$ cat src/rtl/park_pkg.sv
// Shared constants for the parking view input front end.
// The optional button auto-repeat is enabled by defining AUTO_REPEAT_EN.
package park_pkg;

  // Default geometry and timing
  localparam int unsigned N_KEY_DEF      = 16;
  localparam int unsigned N_BT_DEF       = 5;
  localparam int unsigned SAMPLE_DIV_DEF = 1_000_000;
  localparam int unsigned STABLE_N_DEF   = 3;
  localparam int unsigned REPEAT_TK_DEF  = 50;

  // Push-button indices into raw_bt / bt_pulse
  localparam int unsigned BT_UP    = 0;
  localparam int unsigned BT_LEFT  = 1;
  localparam int unsigned BT_RIGHT = 2;
  localparam int unsigned BT_MID   = 3;
  localparam int unsigned BT_DOWN  = 4;

endpackage

$ cat src/rtl/park_debounce_cell.sv
// One input line: 2-flop synchroniser, tick-sampled history, debounced level and rise pulse.
// A line seen held since reset must first be observed released before it can pulse.
module park_debounce_cell
  import park_pkg::*;
#(
  parameter int unsigned STABLE_N = STABLE_N_DEF
) (
  input  logic clk,
  input  logic rst,
  input  logic tick,
  input  logic raw,
  output logic level,
  output logic rise
);

  logic                sync1_q, sync2_q;
  logic [STABLE_N-1:0] hist_q, hist_d;
  logic [STABLE_N-1:0] vld_q, vld_d;
  logic                level_q, level_d;
  logic                rise_q, rise_d;
  logic                armed_q, armed_d;

  // History shift, level hysteresis and arming on genuine all-zero history
  always_comb begin
    hist_d  = hist_q;
    vld_d   = vld_q;
    level_d = level_q;
    armed_d = armed_q;
    if (tick) begin
      hist_d = {hist_q[STABLE_N-2:0], sync2_q};
      vld_d  = {vld_q[STABLE_N-2:0], 1'b1};
      if (&hist_d) begin
        level_d = 1'b1;
      end else if (hist_d == '0) begin
        level_d = 1'b0;
      end
      if ((&vld_d) && (hist_d == '0)) begin
        armed_d = 1'b1;
      end
    end
    rise_d = level_d & ~level_q & armed_q;
  end

  // State registers
  always_ff @(posedge clk or negedge rst) begin
    if (!rst) begin
      sync1_q <= 1'b0;
      sync2_q <= 1'b0;
      hist_q  <= '0;
      vld_q   <= '0;
      level_q <= 1'b0;
      rise_q  <= 1'b0;
      armed_q <= 1'b0;
    end else begin
      sync1_q <= raw;
      sync2_q <= sync1_q;
      hist_q  <= hist_d;
      vld_q   <= vld_d;
      level_q <= level_d;
      rise_q  <= rise_d;
      armed_q <= armed_d;
    end
  end

  assign level = level_q;
  assign rise  = rise_q;

endmodule

$ cat src/rtl/park_input_conditioner.sv
// Keypad/button conditioner: prescaler, per-line debounce cells, one-hot key arbitration,
// multi-key flag. Define AUTO_REPEAT_EN to make held buttons re-pulse every REPEAT_TK ticks.
module park_input_conditioner
  import park_pkg::*;
#(
  parameter int unsigned N_KEY      = N_KEY_DEF,
  parameter int unsigned N_BT       = N_BT_DEF,
  parameter int unsigned SAMPLE_DIV = SAMPLE_DIV_DEF,
  parameter int unsigned STABLE_N   = STABLE_N_DEF
`ifdef AUTO_REPEAT_EN
  , parameter int unsigned REPEAT_TK = REPEAT_TK_DEF
`endif
) (
  input  logic             clk,
  input  logic             rst,
  input  logic [N_KEY-1:0] raw_key,
  input  logic [N_BT-1:0]  raw_bt,
  output logic [N_KEY-1:0] key_pulse,
  output logic [N_BT-1:0]  bt_pulse,
  output logic [N_KEY-1:0] key_level,
  output logic             key_multi
);

  localparam int unsigned CNT_W = (SAMPLE_DIV > 1) ? $clog2(SAMPLE_DIV) : 1;

  logic [CNT_W-1:0] cnt_q, cnt_d;
  logic             tick;
  logic [N_KEY-1:0] key_lvl, key_rise;
  logic [N_BT-1:0]  bt_lvl, bt_rise;
  logic [N_KEY-1:0] key_pulse_q, key_pulse_d;
  logic [N_BT-1:0]  bt_pulse_q, bt_pulse_d;
  logic             key_multi_q, key_multi_d;
  logic             key_onehot;

  // Sample prescaler: tick on the wrap of 0..SAMPLE_DIV-1
  assign tick = (cnt_q == CNT_W'(SAMPLE_DIV - 1));

  always_comb begin
    cnt_d = cnt_q + CNT_W'(1);
    if (tick) begin
      cnt_d = '0;
    end
  end

  // One debounce cell per keypad line
  for (genvar gi = 0; gi < N_KEY; gi++) begin : g_key
    park_debounce_cell #(.STABLE_N(STABLE_N)) u_cell (
      .clk   (clk),
      .rst   (rst),
      .tick  (tick),
      .raw   (raw_key[gi]),
      .level (key_lvl[gi]),
      .rise  (key_rise[gi])
    );
  end

  // One debounce cell per push button
  for (genvar gb = 0; gb < N_BT; gb++) begin : g_bt
    park_debounce_cell #(.STABLE_N(STABLE_N)) u_cell (
      .clk   (clk),
      .rst   (rst),
      .tick  (tick),
      .raw   (raw_bt[gb]),
      .level (bt_lvl[gb]),
      .rise  (bt_rise[gb])
    );
  end

  // Key arbitration: a press only counts when it is the sole key held
  always_comb begin
    key_onehot  = (key_rise != '0) && ((key_rise & (key_rise - N_KEY'(1))) == '0);
    key_pulse_d = '0;
    if (key_onehot && ((key_lvl & ~key_rise) == '0)) begin
      key_pulse_d = key_rise;
    end
    key_multi_d = ($countones(key_lvl) > 1);
  end

`ifdef AUTO_REPEAT_EN
  localparam int unsigned REP_W = (REPEAT_TK > 1) ? $clog2(REPEAT_TK) : 1;

  logic                       tick_d_q;
  logic [N_BT-1:0]            rep_act_q, rep_act_d;
  logic [N_BT-1:0][REP_W-1:0] rep_cnt_q, rep_cnt_d;
  logic [N_BT-1:0]            rep_fire;

  // Repeat counters step one cycle after each tick so repeats align with the rise cycle
  always_comb begin
    rep_act_d = rep_act_q;
    rep_cnt_d = rep_cnt_q;
    rep_fire  = '0;
    for (int i = 0; i < int'(N_BT); i++) begin
      if (!bt_lvl[i]) begin
        rep_act_d[i] = 1'b0;
        rep_cnt_d[i] = '0;
      end else if (bt_rise[i]) begin
        rep_act_d[i] = 1'b1;
        rep_cnt_d[i] = '0;
      end else if (rep_act_q[i] && tick_d_q) begin
        if (rep_cnt_q[i] == REP_W'(REPEAT_TK - 1)) begin
          rep_fire[i]  = 1'b1;
          rep_cnt_d[i] = '0;
        end else begin
          rep_cnt_d[i] = rep_cnt_q[i] + REP_W'(1);
        end
      end
    end
    bt_pulse_d = bt_rise | rep_fire;
  end

  // Repeat state registers
  always_ff @(posedge clk or negedge rst) begin
    if (!rst) begin
      tick_d_q  <= 1'b0;
      rep_act_q <= '0;
      rep_cnt_q <= '0;
    end else begin
      tick_d_q  <= tick;
      rep_act_q <= rep_act_d;
      rep_cnt_q <= rep_cnt_d;
    end
  end
`else
  // Single pulse per press; a rise always coincides with a high level
  always_comb begin
    bt_pulse_d = bt_rise & bt_lvl;
  end
`endif

  // Prescaler and output registers
  always_ff @(posedge clk or negedge rst) begin
    if (!rst) begin
      cnt_q       <= '0;
      key_pulse_q <= '0;
      bt_pulse_q  <= '0;
      key_multi_q <= 1'b0;
    end else begin
      cnt_q       <= cnt_d;
      key_pulse_q <= key_pulse_d;
      bt_pulse_q  <= bt_pulse_d;
      key_multi_q <= key_multi_d;
    end
  end

  assign key_pulse = key_pulse_q;
  assign bt_pulse  = bt_pulse_q;
  assign key_level = key_lvl;
  assign key_multi = key_multi_q;

endmodule

$ cat config.mk
export PLATFORM = sky130hd
export DESIGN_NAME = park_input_conditioner
export DESIGN_NICKNAME = d
export VERILOG_FILES = /design/src/rtl/park_pkg.sv /design/src/rtl/park_debounce_cell.sv /design/src/rtl/park_input_conditioner.sv
export SDC_FILE = /design/constraint.sdc
export NUM_CORES = 1
export LEC_CHECK = 0
export CAP_MARGIN = 0
export CORE_ASPECT_RATIO = 1.75
export CORE_MARGIN = 2
export CORE_UTILIZATION = 50
export CTS_BUF_LIST = sky130_fd_sc_hd__clkbuf_8
export CTS_CLUSTER_SIZE = 30
export DETAILED_ROUTE_END_ITERATION = 10
export HOLD_SLACK_MARGIN = 0.03
export PLACE_DENSITY_LB_ADDON = 0.3
export SYNTH_ARGS = -nofsm -noshare
export SYNTH_HDL_FRONTEND = slang
export SYNTH_HIERARCHICAL = 1
export SYNTH_SLANG_ARGS = --single-unit
$ cat constraint.sdc
create_clock -name clk -period 7.4 [get_ports clk]
set_input_delay 1.48 -clock clk [delete_from_list [all_inputs] [get_ports clk]]
set_output_delay 1.48 -clock clk [all_outputs]
set_load 0.05 [all_outputs]
==> results of run 1 <==
[path summary, 6_finish.rpt]
check                                        start                        to  slack [ps]  cells after the start
max                          g_key[5].u_cell/level                 key_multi        2930                     12
min                        g_key[5].u_cell/sync1_q   g_key[5].u_cell/sync2_q         340                      0
max reg2reg                  g_key[5].u_cell/level                 key_multi        2930                     12
min reg2reg                g_key[5].u_cell/sync1_q   g_key[5].u_cell/sync2_q         340                      0
max in group asynchronous                      rst  g_bt[3].u_cell/hist_q[0]        4930                      2
min in group asynchronous                      rst  g_key[4].u_cell/vld_q[1]        1000                      1
[critical path, stage by stage, from the launching register on]
cell and delay, ps:
dfrtp_1 470, inv_1 100, fa_1 580, fa_1 450, fa_1 530, fa_1 420
inv_1 80, ha_1 170, inv_1 60, fa_1 380, a2111oi_0 420, a21oi_1 60
or4b_2 610
[final cells by class]
type,instances,share of cell area
clock inverter,18,0.00740
clock buffer,44,0.0542
timing repair buffer,66,0.0583
inverter,53,0.0178
multi-input combinational,410,0.318
sequential,231,0.518
tap,241,0.0270
[sequential cells by signal, indices dropped and copies added (netlist names), 16 cells and up]
register / cells
cnt_q: 20
g_key.u_cell/armed_q: 16
g_key.u_cell/hist_q: 32
g_key.u_cell/level: 16
g_key.u_cell/rise: 16
g_key.u_cell/sync1_q: 16
g_key.u_cell/sync2_q: 16
g_key.u_cell/vld_q: 32
key_pulse: 16
[kinds of logic (layout without fill, tap and decap cells)]
family | after synthesis | count (layout)
XOR/XNOR | 15 | 15
multiplexers | 67 | 67
adder cells (fa/ha/maj) | 16 | 16
buffers and inverters | 82 | 181
AO/OA/AOI/OAI | 65 | 65
AND/OR/NAND/NOR | 247 | 247
flip-flops | 231 | 231
[placed cells by master, fill, tap and decap left out, types with 4 or more instances in the layout]
cell	netlist	layout
clkdlybuf4s50_1	0	59
ha_1	6	6
inv_1	53	61
mux2i_1	4	4
a31oi_1	22	22
nor3_1	10	9
nor4b_2	21	21
clkinv_2	0	9
mux2_2	63	63
buf_4	0	6
or2_1	21	21
nand3_1	13	13
o22ai_1	7	7
o31ai_1	22	22
nor2_1	33	33
nand4b_1	21	21
and4_1	4	4
nand2_1	18	18
and2_1	5	5
nand4_1	29	29
clkbuf_8	0	44
xnor2_1	7	7
nor3b_2	21	21
nor3_2	21	22
nor4_1	5	5
xor2_1	8	8
dfrtp_1	231	231
a21oi_1	5	5
nor4_2	8	8
fa_1	10	10
and3_1	5	5
[routing by layer]
| metal | vias up | track usage | share of wire |
|---|---|---|---|
| li1 | 2748 | - | - |
| met1 | 3004 | 0.213 | 0.39 |
| met2 | 129 | 0.303 | 0.53 |
| met3 | 56 | 0.0358 | 0.046 |
| met4 | 0 | 0.0740 | 0.034 |
| met5 | - | 0 | 0 |
[metrics by stage]
stage / std cells / total power (W)
after floorplan: 723 / 0.00131
after global placement: 1001 / 0.00135
after detailed placement: 1001 / 0.00135
after CTS: 1063 / 0.00238
after global routing: 1063 / 0.00244
final: 1063 / 0.00234
[power by group through the flow]
stage / clock network (W) / registers (W) / logic (W)
2_1_floorplan: 0 / 0.00131 / 0.00000191
3_3_place_gp: 0 / 0.00131 / 0.0000381
3_5_place_dp: 0 / 0.00131 / 0.0000394
4_1_cts: 0.00105 / 0.00128 / 0.0000395
5_1_grt: 0.00111 / 0.00129 / 0.0000434
6_report: 0.00101 / 0.00129 / 0.0000370
==> impl_metrics.ini, run 1 <==
[sta]
final_hold_viol_count = 0
tightest_slew_ps = 1060
max_freq_ghz = 0.224
finalClockSkew_ps = 29.4
whs_ps = 338
relSlewSlack = 0.296
setup_viol = 0
grt_setup_unrepaired = false
worst_slack_ps = 2930
period_minus_slack_ps = 4470
fin_crit_sh = 0.604
maxSlewViolCount = 0
tns_ps = 0

[floorplan]
ios = 61
fp.dieW_um = 110
dieHeight_um = 189
initial_utilization = 0.511
die_area_um2 = 20800
core_region_area_um2 = 19200
rows = 67

[cts]
cts_tree = built
h-tree-depth = 2
root_buffer = clkbuf_8
cts_made_buffers = 35
ctsHoldBuffers = 0
cts-resized-gates = 0
cts_setup_buffers = 0
clock_path_buffers = 3
clock_latency_ps = 500
clk_pin_slew_ps = 70
clock-sinks = 231

[final_layout]
fin_util = 0.582
stdcell_area_um2 = 11200
ff_latch_area_um2 = 5780
multi_input_area_um2 = 3550
nets = 836
fillCellCount = 1580
drive_gt1_frac = 0.246
n_antenna_cell = 0
area_growth_pct = 13.8

[route]
viasPerCell = 5.59
dr.pass1.iters = 4
postRouteAntennaNets = 0
drt_wl_total_um = 17300
drtIter0Drc = 298
post_drt_wl_per_cell_um = 16.3
drc_errors = 0
via_count = 5937

[placed_design]
placed_area_um2 = 10500
dp_hpwl_um = 11600
io_buffer_count = 60
place_ws_ps = 2960
place_congestion = 0.894

[logic_synthesis]
synth_top_family_by_area = simple AND/OR/NAND/NOR gates
async_flop_share = 1.00
netlist_area_um2 = 9810
synth_adder_area_share = 0.0281
yosysMostFrequentCell = dfrtp_1
synth_cells = 723
synth.area.mux_share = 0.0764
synth_common_cells = 231 x dfrtp_1, 63 x mux2_2, 53 x inv_1
synth-warning-count = 6
synth_xor_area_frac = 0.0134
synthSimpleGateAreaFrac = 0.197
synth-edff-count = 0
synthFlopType = dfrtp_1
synth_area_leaders = dfrtp_1 59%, mux2_2 7.2%, nor4b_2 3.2%
ys_types = 47
ys_seq_area_frac = 0.589
synthDominantCellAreaShare = 0.589
yosysTopAreaCell = dfrtp_1
syn-num-nets = 762
synth-compound-area-share = 0.0460
synth_area_per_cell_um2 = 13.6
yosys_register_bits = 231

[outcome]
outcome = finished clean

[worst_hold_path]
hold_class = register to register

[global_routing]
grt_start_max_net_pins = 109
grt_usage = 0.177
grt.overflow.total = 0
grt_antenna_before_repair = 0
grt_pass1_wl_um = 29900
grt_pass1_vias = 6285

[power_and_ir_drop]
ir_drop_v = 0.000159
power_frac_seq = 0.550
p_clk_frac = 0.434
swShare = 0.218
p_int_w = 0.00183
powerDensity_nw_per_um2 = 209
pwr-share-comb = 0.016
p_leak_nw = 4.82
power_switching_w = 0.000510

[critical_path]
cp_max_fo = 6
cp.required_ps = 7770
crit_type = register to register
crit_arrival_ps = 4840
start_kind = register
end_kind = register

[job]
drv_cap = 0
(Power assumes the default switching activity.)
==> run 2, diff against run 1 <==
==> constraint.sdc (replaced) <==
create_clock -name clk -period 4.6 [get_ports clk]
set_input_delay 0.92 -clock clk [delete_from_list [all_inputs] [get_ports clk]]
set_output_delay 0.92 -clock clk [all_outputs]
set_load 0.05 [all_outputs]
==> run 2 against run 1 <==
Maximum frequency rose by 1.3%. Die area did not move. Largest cell class unchanged. Global-route usage barely moved. Wire length fell by 0.84%. Sequential share of layout area fell by 0.65 points.
==> impl_metrics.ini, run 2 (synthesis results as in run 1) <==
[outcome]
outcome = finished clean

[floorplan]
fp.dieW_um = 110
initial_utilization = 0.511
dieHeight_um = 189
ios = 61
rows = 67
die_area_um2 = 20800
core_region_area_um2 = 19200

[placed_design]
place_inst = 1002
io_buffer_count = 60
place_ws_ps = 204
place_congestion = 0.850
dp_hpwl_um = 11600

[sta]
grt_setup_unrepaired = false
finalClockSkew_ps = 14.6
tightest_slew_ps = 852
maxSlewViolCount = 0
worst_slack_ps = 190
max_freq_ghz = 0.227
setup_viol = 0
period_minus_slack_ps = 4410
relSlewSlack = 0.431
tns_ps = 0
final_hold_viol_count = 0
fin_crit_sh = 0.959

[critical_path]
cpPeakStageDelay_ps = 620
cpMostUsedCell = fa_1
cpMaxStageDelayCell = or4b_2
path_cells = inv_1, fa_1, fa_1, fa_1, fa_1, inv_1, ha_1, inv_1, fa_1, a2111oi_0, a21oi_1, or4b_2
cp_max_fo = 6
crit_family = adder cells
crit_type = register to register
start_kind = register
end_kind = register
cp.required_ps = 4940
critPathBufInv = 3
crit_arrival_ps = 4750

[global_routing]
grt_antenna_before_repair = 0
grt_pass1_vias = 6306
grt_pass1_wl_um = 30000
grt.overflow.total = 0
grt_usage = 0.177
grt_start_max_net_pins = 119

[route]
via_count = 5878
drtIter0Drc = 321
post_drt_wl_per_cell_um = 16.1
postRouteAntennaNets = 0
drc_errors = 0
drt_wl_total_um = 17100
dr.pass1.iters = 4
viasPerCell = 5.52

[cts]
cts_setup_buffers = 0
clock_latency_ps = 490
clock-sinks = 231
h-tree-depth = 2
cts_tree = built
cts_made_buffers = 35
cts-resized-gates = 0
root_buffer = clkbuf_8
clk_pin_slew_ps = 60
ctsHoldBuffers = 0
clock_path_buffers = 3

[job]
drv_cap = 0

[final_layout]
area_growth_pct = 15.3
drive_gt1_frac = 0.248
reg_top3 = g_key.u_cell/hist_q (32), g_key.u_cell/vld_q (32), cnt_q (20)
final_common_cell = dfrtp_1
nets = 837
final_cell_mix = 231 x dfrtp_1, 63 x mux2_2, 60 x inv_1
n_antenna_cell = 0
final_cells = 1064

[power_and_ir_drop]
swShare = 0.205
ir_drop_v = 0.000260
p_clk_frac = 0.460
p_int_w = 0.00313
pwr-share-comb = 0.016
power_switching_w = 0.000810
powerDensity_nw_per_um2 = 349
power_frac_seq = 0.525
p_leak_nw = 4.87

[worst_hold_path]
hold_class = register to register
==> run 2: changes by cell type in the layout (fill, tap and decap cells not counted) <==
| cell | before | now |
|---|---|---|
| buf_12 | 0 | 3 |
| buf_4 | 6 | 4 |
| bufinv_16 | 0 | 2 |
| clkbuf_8 | 44 | 49 |
| clkinv_2 | 9 | 2 |
| clkinvlp_4 | 1 | 2 |
| inv_1 | 61 | 60 |
==> run 2: layer usage <==
| layer | up-vias | part of all wire | global-route usage |
|---|---|---|---|
| met5 | - | 0 | 0 |
| met4 | 0 | 0.028 | 0.0686 |
| met3 | 34 | 0.047 | 0.0351 |
| met2 | 106 | 0.54 | 0.309 |
| met1 | 2988 | 0.38 | 0.210 |
| li1 | 2750 | - | - |
==> run 2: final timing paths <==
| check | from | depth (start not counted) | endpoint | slack, ps |
|---|---|---|---|---|
| min in group asynchronous | rst | 1 | g_key[4].u_cell/vld_q[1] | 510 |
| setup reg to reg | g_key[5].u_cell/level | 12 | key_multi | 190 |
| hold / removal | g_bt[1].u_cell/sync1_q | 0 | g_bt[1].u_cell/sync2_q | 340 |
| hold reg to reg | g_bt[1].u_cell/sync1_q | 0 | g_bt[1].u_cell/sync2_q | 340 |
| max in group asynchronous | rst | 2 | g_key[9].u_cell/sync2_q | 3080 |
| setup / recovery | g_key[5].u_cell/level | 12 | key_multi | 190 |
==> run 2: area by class of cell <==
type	instances	area [um^2]
Sequential cell	231	5780
Clock buffer	49	674
Multi-Input combinational cell	410	3550
Fill cell	1552	7890
Tap cell	241	302
Timing Repair Buffer	67	696
Inverter	53	199
Clock inverter	13	111
==> run 2: power groups by stage <==
stage / Combinational (W) / Sequential [W] / Clock, W
2_1_floorplan: 0.00000308 / 0.00210 / 0
3_3_place_gp: 0.0000630 / 0.00210 / 0
3_5_place_dp: 0.0000651 / 0.00210 / 0
4_1_cts: 0.0000654 / 0.00207 / 0.00188
5_1_grt: 0.0000722 / 0.00207 / 0.00197
6_report: 0.0000615 / 0.00207 / 0.00181
==> run 2: through the flow <==
step / area (um^2) / hold slack [ps] / util / power (W)
after CTS: 11300 / 347 / 0.589 / 0.00401
final: 11300 / 344 / 0.589 / 0.00394
after floorplan: 9810 / 331 / - / 0.00210
after global routing: 11300 / 345 / 0.589 / 0.00411
after detailed placement: 10500 / 335 / 0.548 / 0.00217
after global placement: 10500 / 332 / 0.548 / 0.00217
